[config.mk]
export PLATFORM = sky130hd
export DESIGN_NAME = io_dec_tx
export DESIGN_NICKNAME = d
export VERILOG_FILES = /design/src/rtl/io_dec_tx.sv
export SDC_FILE = /design/constraint.sdc
export NUM_CORES = 1
export LEC_CHECK = 0
export BUFFER_PORTS_ARGS = -buffer_cell sky130_fd_sc_hd__buf_2
export CAP_MARGIN = 25
export CORE_MARGIN = 2
export CORE_UTILIZATION = 65
export DETAILED_ROUTE_END_ITERATION = 8
export PLACE_DENSITY = 0.83
export SYNTH_ARGS = -nofsm -noshare
export SYNTH_HDL_FRONTEND = slang
export SYNTH_SLANG_ARGS = --single-unit
[constraint.sdc]
create_clock -name clk -period 6.8 [get_ports clk]
set_clock_uncertainty 0.2 [all_clocks]
set_input_delay 0.34 -clock clk [delete_from_list [all_inputs] [get_ports clk]]
set_output_delay 0.34 -clock clk [all_outputs]
set_load 0.02 [all_outputs]
[src/rtl/io_dec_tx.sv]
`default_nettype none
// +----------------------------------------------------------------------------+
// | Module      : io_dec_tx                                                    |
// | Description : Captures 64-bit CPU output values on the rising edge of an   |
// |               output strobe and queues them in a small FIFO. Each value is |
// |               converted to decimal with double-dabble and streamed out as  |
// |               ASCII digits (no leading zeros) followed by a newline.       |
// | Ports       : clk, rst          - clock, synchronous active-high reset     |
// |               io_write, io_data - CPU strobe and 64-bit value              |
// |               out_valid/ready   - byte stream handshake, out_data = byte   |
// |               overflow          - sticky, a capture was dropped (FIFO full)|
// |               busy              - FIFO non-empty or conversion in progress |
// | Revision    : 1.0 - initial release                                        |
// +----------------------------------------------------------------------------+
module io_dec_tx #(
    parameter int FIFO_DEPTH = 4
) (
    input  logic        clk,
    input  logic        rst,
    input  logic        io_write,
    input  logic [63:0] io_data,
    output logic        out_valid,
    output logic [7:0]  out_data,
    input  logic        out_ready,
    output logic        overflow,
    output logic        busy
);

    localparam int c_PTR_W  = $clog2(FIFO_DEPTH);
    localparam int c_CNT_W  = c_PTR_W + 1;
    localparam int c_DIGITS = 20;

    localparam logic [c_CNT_W-1:0] c_FULL  = c_CNT_W'(FIFO_DEPTH);
    localparam logic [6:0]         c_STEPS = 7'd64;

    localparam logic [1:0] c_IDLE = 2'd0;
    localparam logic [1:0] c_CONV = 2'd1;
    localparam logic [1:0] c_EMIT = 2'd2;
    localparam logic [1:0] c_NL   = 2'd3;

    // ------------------------------------------------------------------
    // Capture and FIFO
    // ------------------------------------------------------------------
    logic                r_prev_write;
    logic [63:0]         r_mem [FIFO_DEPTH];
    logic [c_PTR_W-1:0]  r_wr_ptr;
    logic [c_PTR_W-1:0]  r_rd_ptr;
    logic [c_CNT_W-1:0]  r_count;
    logic                r_overflow;

    logic                w_capture;
    logic                w_push;
    logic                w_pop;

    assign w_capture = io_write && !r_prev_write && !rst;
    // Room is judged on occupancy before this cycle's pop, so a push that
    // coincides with a pop on a full FIFO is dropped.
    assign w_push    = w_capture && (r_count < c_FULL);

    always_ff @(posedge clk) begin
        if (rst) begin
            r_prev_write <= 1'b0;
            r_wr_ptr     <= '0;
            r_rd_ptr     <= '0;
            r_count      <= '0;
            r_overflow   <= 1'b0;
        end else begin
            r_prev_write <= io_write;
            if (w_capture && !w_push) begin
                r_overflow <= 1'b1;
            end
            if (w_push) begin
                r_wr_ptr <= r_wr_ptr + c_PTR_W'(1);
            end
            if (w_pop) begin
                r_rd_ptr <= r_rd_ptr + c_PTR_W'(1);
            end
            case ({w_push, w_pop})
                2'b10:   r_count <= r_count + c_CNT_W'(1);
                2'b01:   r_count <= r_count - c_CNT_W'(1);
                default: r_count <= r_count;
            endcase
        end
    end

    always_ff @(posedge clk) begin
        if (w_push) begin
            r_mem[r_wr_ptr] <= io_data;
        end
    end

    // ------------------------------------------------------------------
    // Conversion datapath
    // ------------------------------------------------------------------
    logic [1:0]          r_state;
    logic [1:0]          w_state_next;
    logic [63:0]         r_shift;
    logic [79:0]         r_bcd;
    logic [6:0]          r_bit_cnt;
    logic [4:0]          r_index;

    logic [79:0]         w_bcd_adj;
    logic [4:0]          w_msd;
    logic [3:0]          w_digit;
    logic                w_hs;

    genvar gi;
    generate
        for (gi = 0; gi < c_DIGITS; gi++) begin : g_dabble
            assign w_bcd_adj[gi*4 +: 4] = (r_bcd[gi*4 +: 4] >= 4'd5)
                                        ? r_bcd[gi*4 +: 4] + 4'd3
                                        : r_bcd[gi*4 +: 4];
        end
    endgenerate

    // Most significant nonzero digit; falls back to digit 0 for a zero value.
    always_comb begin
        w_msd = '0;
        for (int i = 0; i < c_DIGITS; i++) begin
            if (r_bcd[i*4 +: 4] != 4'd0) begin
                w_msd = 5'(i);
            end
        end
    end

    assign w_digit = r_bcd[{r_index, 2'b00} +: 4];
    assign w_hs    = out_valid && out_ready;

    // After the 64th dabble step CONV spends one more cycle picking the
    // leading digit from the settled BCD register, which keeps the digit
    // search off the add-3/shift path.
    always_ff @(posedge clk) begin
        if (rst) begin
            r_state   <= c_IDLE;
            r_shift   <= '0;
            r_bcd     <= '0;
            r_bit_cnt <= '0;
            r_index   <= '0;
        end else begin
            r_state <= w_state_next;
            case (r_state)
                c_IDLE: begin
                    if (w_pop) begin
                        r_shift   <= r_mem[r_rd_ptr];
                        r_bcd     <= '0;
                        r_bit_cnt <= '0;
                    end
                end
                c_CONV: begin
                    if (r_bit_cnt != c_STEPS) begin
                        r_bcd     <= {w_bcd_adj[78:0], r_shift[63]};
                        r_shift   <= {r_shift[62:0], 1'b0};
                        r_bit_cnt <= r_bit_cnt + 7'd1;
                    end else begin
                        r_index <= w_msd;
                    end
                end
                c_EMIT: begin
                    if (w_hs && (r_index != 5'd0)) begin
                        r_index <= r_index - 5'd1;
                    end
                end
                default: begin
                end
            endcase
        end
    end

    always_comb begin
        w_state_next = r_state;
        w_pop        = 1'b0;
        out_valid    = 1'b0;
        out_data     = 8'h00;
        case (r_state)
            c_IDLE: begin
                if (r_count != '0) begin
                    w_pop        = 1'b1;
                    w_state_next = c_CONV;
                end
            end
            c_CONV: begin
                if (r_bit_cnt == c_STEPS) begin
                    w_state_next = c_EMIT;
                end
            end
            c_EMIT: begin
                out_valid = 1'b1;
                out_data  = 8'h30 + {4'h0, w_digit};
                if (w_hs && (r_index == 5'd0)) begin
                    w_state_next = c_NL;
                end
            end
            c_NL: begin
                out_valid = 1'b1;
                out_data  = 8'h0A;
                if (w_hs) begin
                    w_state_next = c_IDLE;
                end
            end
            default: begin
                w_state_next = c_IDLE;
            end
        endcase
    end

    assign overflow = r_overflow;
    assign busy     = (r_count != '0) || (r_state != c_IDLE);

endmodule
`default_nettype wire

======== Word level (Yosys, flattened, before mapping) ========
Memory sizes are Yosys's and may differ from the RTL's. A register that Yosys moved wholly into a read port is not among the register bits.
Cells that the tools add are included.
word-level totals
  register bits ........................... 167
  bits in writable memories ............... 256
  word-level logic and storage cells ...... 182
  memories kept ........................... 1
memory list
  memory  depth  bits a word  read ports  clocked after Yosys merged registers in  wr ports  line  text
  r_mem   4      64           1           1                                        1         45    logic [63:0] r_mem [FIFO_DEPTH];
operators by class
  add/sub/neg operators ................... 27
  order comparisons ....................... 21
  equal/unequal tests ..................... 15
  shift operators ......................... 1
  muxes and demuxes ....................... 65
  reductions and logical operators ........ 42
operators with widths
  kind                   count
  $mux W80               2
  $pmux W80 S2           1
  $mux W64               2
  $pmux W64 S2           1
  $mux W5                20
  $ge A4 B3 Y1 const B   20
  $shiftx A80 B8 Y4      1
  $add A4 B2 Y4 const B  19
  $mux W4                19
  $reduce_bool A4 Y1     19
  $pmux W7 S2            2
  $ne A2 B2 Y1 const B   8
  $mux W7                2
  $mux W2                6
  $pmux W5 S2            1
  $pmux W2 S4            1
  $reduce_bool A2 Y1     4
  $add A6 B4 Y7 const A  1
  $add A7 B1 Y7 const B  1
  $eq A7 B7 Y1 const B   1
  $logic_and A1 B1 Y1    7
  $ne A7 B7 Y1 const B   1
  $eq A2 B2 Y1 const B   3
  $mux W1                6
  other kinds (18)       23

======== Logic depth before layout (Yosys ltp) ========
  word-level depth ........................ 22
  mapped depth ............................ 11
  mapped depth without buffers ............ 10

======== Least setup slack after synthesis ========
Ideal clock, no wire load.
  path type ............................... register to register
  start ................................... register r_count[2]
  end ..................................... memory r_mem[0][0], enable pin
  setup time .............................. 0.429 ns
  data arrival time ....................... 2.691 ns
  setup slack ............................. 3.481 ns
  stages on the path, launching flop included .. 3
  path buffers ............................ 0
  path through ............................ dfxtp_1 nor4b_1 and2_1
between the ends
  longest elaborated chain between the ends .. 4
ends and longest elaborated chain
  item                           line  text
  start, declared                48    logic [c_CNT_W-1:0] r_count;
  start signal, assigned         79    2'b10: r_count <= r_count + c_CNT_W'(1);
  start signal, assigned         80    2'b01: r_count <= r_count - c_CNT_W'(1);
  start signal, assigned         81    default: r_count <= r_count;
  $lt A3 B3 Y1                   58    assign w_push = w_capture && (r_count < c_FULL);
  $logic_and A1 B1 Y1            58
  $mux W1                        87    if (w_push) begin
  $mux W1 (implied by the code)  88    r_mem[r_wr_ptr] <= io_data;
  end, declared                  45
No other way between the ends.

======== Final worst setup path ========
  start ................................... register r_state[1]
  end ..................................... register r_bcd[35]
between the ends
  longest elaborated chain between the ends .. 4
  elaborated cells between the ends (all ways) .. 8
ends and longest elaborated chain
  item                                line      text
  start, declared                     95        logic [1:0] r_state;
  start signal, assigned              134       r_state <= c_IDLE;
  start signal, assigned              140       r_state <= w_state_next;
  $logic_not A2 Y1                    141, 174
  $mux W1                             174       case (r_state)
  $ne A2 B2 Y1 (no source line)       -
  $reduce_and A3 Y1 (no source line)  -
  end signal, assigned                151       r_bcd <= {w_bcd_adj[78:0], r_shift[63]};
  end, declared                       98        logic [79:0] r_bcd;
Several ways; a longest one is shown, not always the timed one.
A chain may end at the register's enable or synchronous reset.

==> metrics.txt <==
status completed; ys flop type edfxtp_1; most common cell in the synthesized netlist edfxtp_1; Post-route DRC 0; synthesized instance count 1500; final core utilization 0.749; Flop pwr share 0.369; startpoint types flop; fill count 1744; largest cells by area after synthesis edfxtp_1, dfxtp_1, mux4_2; post-route minimum period 3960 ps; sequential share of the synthesized area 0.567; ratio of cells with drive above 1 in the final layout 0.200; final setup fails 0; Top Ports 79; Die ar. 31400 sq um; pre-CTS setup slack 2920 ps; Max-Cap Viols 0; Synth top area share 0.394; P_int 0.00545 W; Via Count 12877; worst path arrival time 4180 ps; Buffers on Ports 76; RSZ-0062 raised after global routing false; synthesized cell area 19500 sq um; switching power 0.00308 W; Sink Count 425; Pwr Total 0.00853 W; die height 177 um; slew at the pin closest to its max-slew limit 1020 ps; Initial DRT Pass Iterations 7; mean area per synthesized cell 13.0 sq um; Layout Nets 1732; Resize count post-CTS 0; CTS max path bufs 3; Post-synth ARST share 0; CP endpoint kind flop; vias in the first global route 13070; Sw Share 0.361; maximum vdd drop 0.000424 V; Clock Tree Root clkbuf_16; antenna violations before repair 2; final hold vios 0; Max Clock Freq 0.253 GHz; P&R area growth vs syn 13.4%; Reg clk slew, reported paths 60 ps; kind of critical path flop to flop; Die W 177 um; Max-Slew Margin vs Limit 0.321; htree depth 2; Routed Antenna Nets 0; pin count of the biggest net entering global routing 78; CP max FO 77; WL final 43900 um; register bit total from synthesis 425; Hold Crit Class primary input to flop; EDFF count, synth 256; Final period util 0.582; routed length per instance 21.6 um; insertion delay to the later sink of the worst-skew pair 550 ps; DR iter-0 viols 1278; Slew Limit Fails 0; CP Data Required Time 7020 ps; top cells by count, synth edfxtp_1, dfxtp_1, nand2_1; pwr dens 386 nW/um^2; combinational power share 0.356; gpl congestion 0.884; total global-route track usage 0.286; clock power share 0.275; post-CTS setup buffers 0; Core Region 29600 sq um; first-pass GRT wire length 70200 um; total negative slack 0 ps; Yosys cell types 63; Static Leak 7.53 nW; yosys warns 0; drt via density 6.33; global route overflow 0; cell accounting for the most synthesized area edfxtp_1; post-DP HPWL 23900 um; final critical-path setup slack 2840 ps; Row Count 63; Initial Utilization 0.660; CTS tree yes; TritonCTS buffer count 42
==> power groups by stage <==
stage                     clock, W  sequential [W]  combinational, W
after CTS                  0.00235         0.00314           0.00298
after detailed placement         0         0.00318           0.00292
after floorplan                  0         0.00311           0.00255
final                      0.00235         0.00315           0.00304
after global routing       0.00247         0.00317           0.00327
after global placement           0         0.00317           0.00279
==> stage by stage <==
stage | hold WS, ps | std cells | instance area (sq um)
2_1_floorplan | 239 | 1501 | 19500
3_3_place_gp | 257 | 1889 | 20100
3_5_place_dp | 268 | 1890 | 20100
4_1_cts | 4.52 | 2033 | 22100
5_1_grt | 31.7 | 2035 | 22100
6_report | 21.6 | 2035 | 22100
==> kinds of logic after synthesis <==
logic type | share of synthesized area
flops | 0.567
simple gates | 0.101
compound gates | 0.113
mux | 0.134
buf+inv | 0.0351
fa+ha+maj | 0.0357
xor+xnor | 0.0135
other cells | 0.000192
==> repair_timing <==
action | CTS | global route
endpoints found under the setup margin | 0 | 0
hold buffers | 65 | 0
hold endpoints to repair | 258 | 0
==> sequential cells by signal (all words and copies together), names as in the netlist, named ones only <==
register      flops
r_index           5
r_rd_ptr          2
overflow          1
r_bcd            80
r_count           3
r_mem           256
r_shift          64
r_wr_ptr          2
r_prev_write      1
r_state           2
r_bit_cnt         7
==> critical path, stage by stage, from the launching register on <==
cell and delay [ps]:
dfxtp_1 330, inv_1 120, ha_4 610, nor2_1 180, a31oi_4 260, and2_4 750
nand2_1 780, o32ai_1 540
==> worst paths after layout <==
path | startpoint | slack, ps | end | cells after the start
worst max-delay path | r_state[1]$_SDFFE_PP0P_ | 2840 | r_bcd[35]$_SDFFE_PP0P_ | 7
worst min-delay path | rst | 20 | r_wr_ptr[0]$_SDFFE_PP0P_ | 2
worst max register to register | r_state[1]$_SDFFE_PP0P_ | 2840 | r_bcd[35]$_SDFFE_PP0P_ | 7
worst min register to register | overflow$_SDFFE_PP0P_ | 270 | overflow$_SDFFE_PP0P_ | 2
==> metal layers <==
| metal | GRT usage | wire, um |
|---|---|---|
| met5 | 0 | 0 |
| met4 | 0.104 | 1300 |
| met3 | 0.0457 | 2440 |
| met2 | 0.488 | 22400 |
| met1 | 0.371 | 17800 |
==> cell usage in the layout, fill, tap and decap left out, types with 6 or more instances in the layout <==
cell           synthesis  final
edfxtp_1             256    256
dfxtp_1              169    167
nand2_1              146    145
nor2_1               108    108
mux4_2                84     84
buf_2                 20     75
mux2i_1               70     70
a21oi_1               68     68
dlygate4sd3_1          0     65
a211oi_2              64     64
inv_1                 57     57
ha_1                  54     53
nand3_1               45     45
clkbuf_16              0     43
o21ai_0               36     36
nand2b_1              34     34
nor3b_1               31     31
xnor2_1               23     23
o2111ai_1             22     22
a21o_1                20     20
o32ai_1               19     19
buf_4                  7     15
clkbuf_1              52     13
o211ai_1              11     11
or3b_2                 8      8
xor2_1                 7      7
clkinv_1               1      6
o311a_1                6      6
nand4_1                6      6
clkbuf_8               0      6
==> area by class of cell <==
cell class	instances	area, sq um	share of cell area
flip-flops and latches	425	11100	0.501
multi-input cells	925	7780	0.352
clock buffers	62	1210	0.0546
repair buffers	157	1180	0.0532
well taps	390	488	0.0221
inverters	58	218	0.00984
clock inverters	16	179	0.00809
diodes	2	5.00	0.000226
Note: power is estimated with default switching activity, not from simulation.
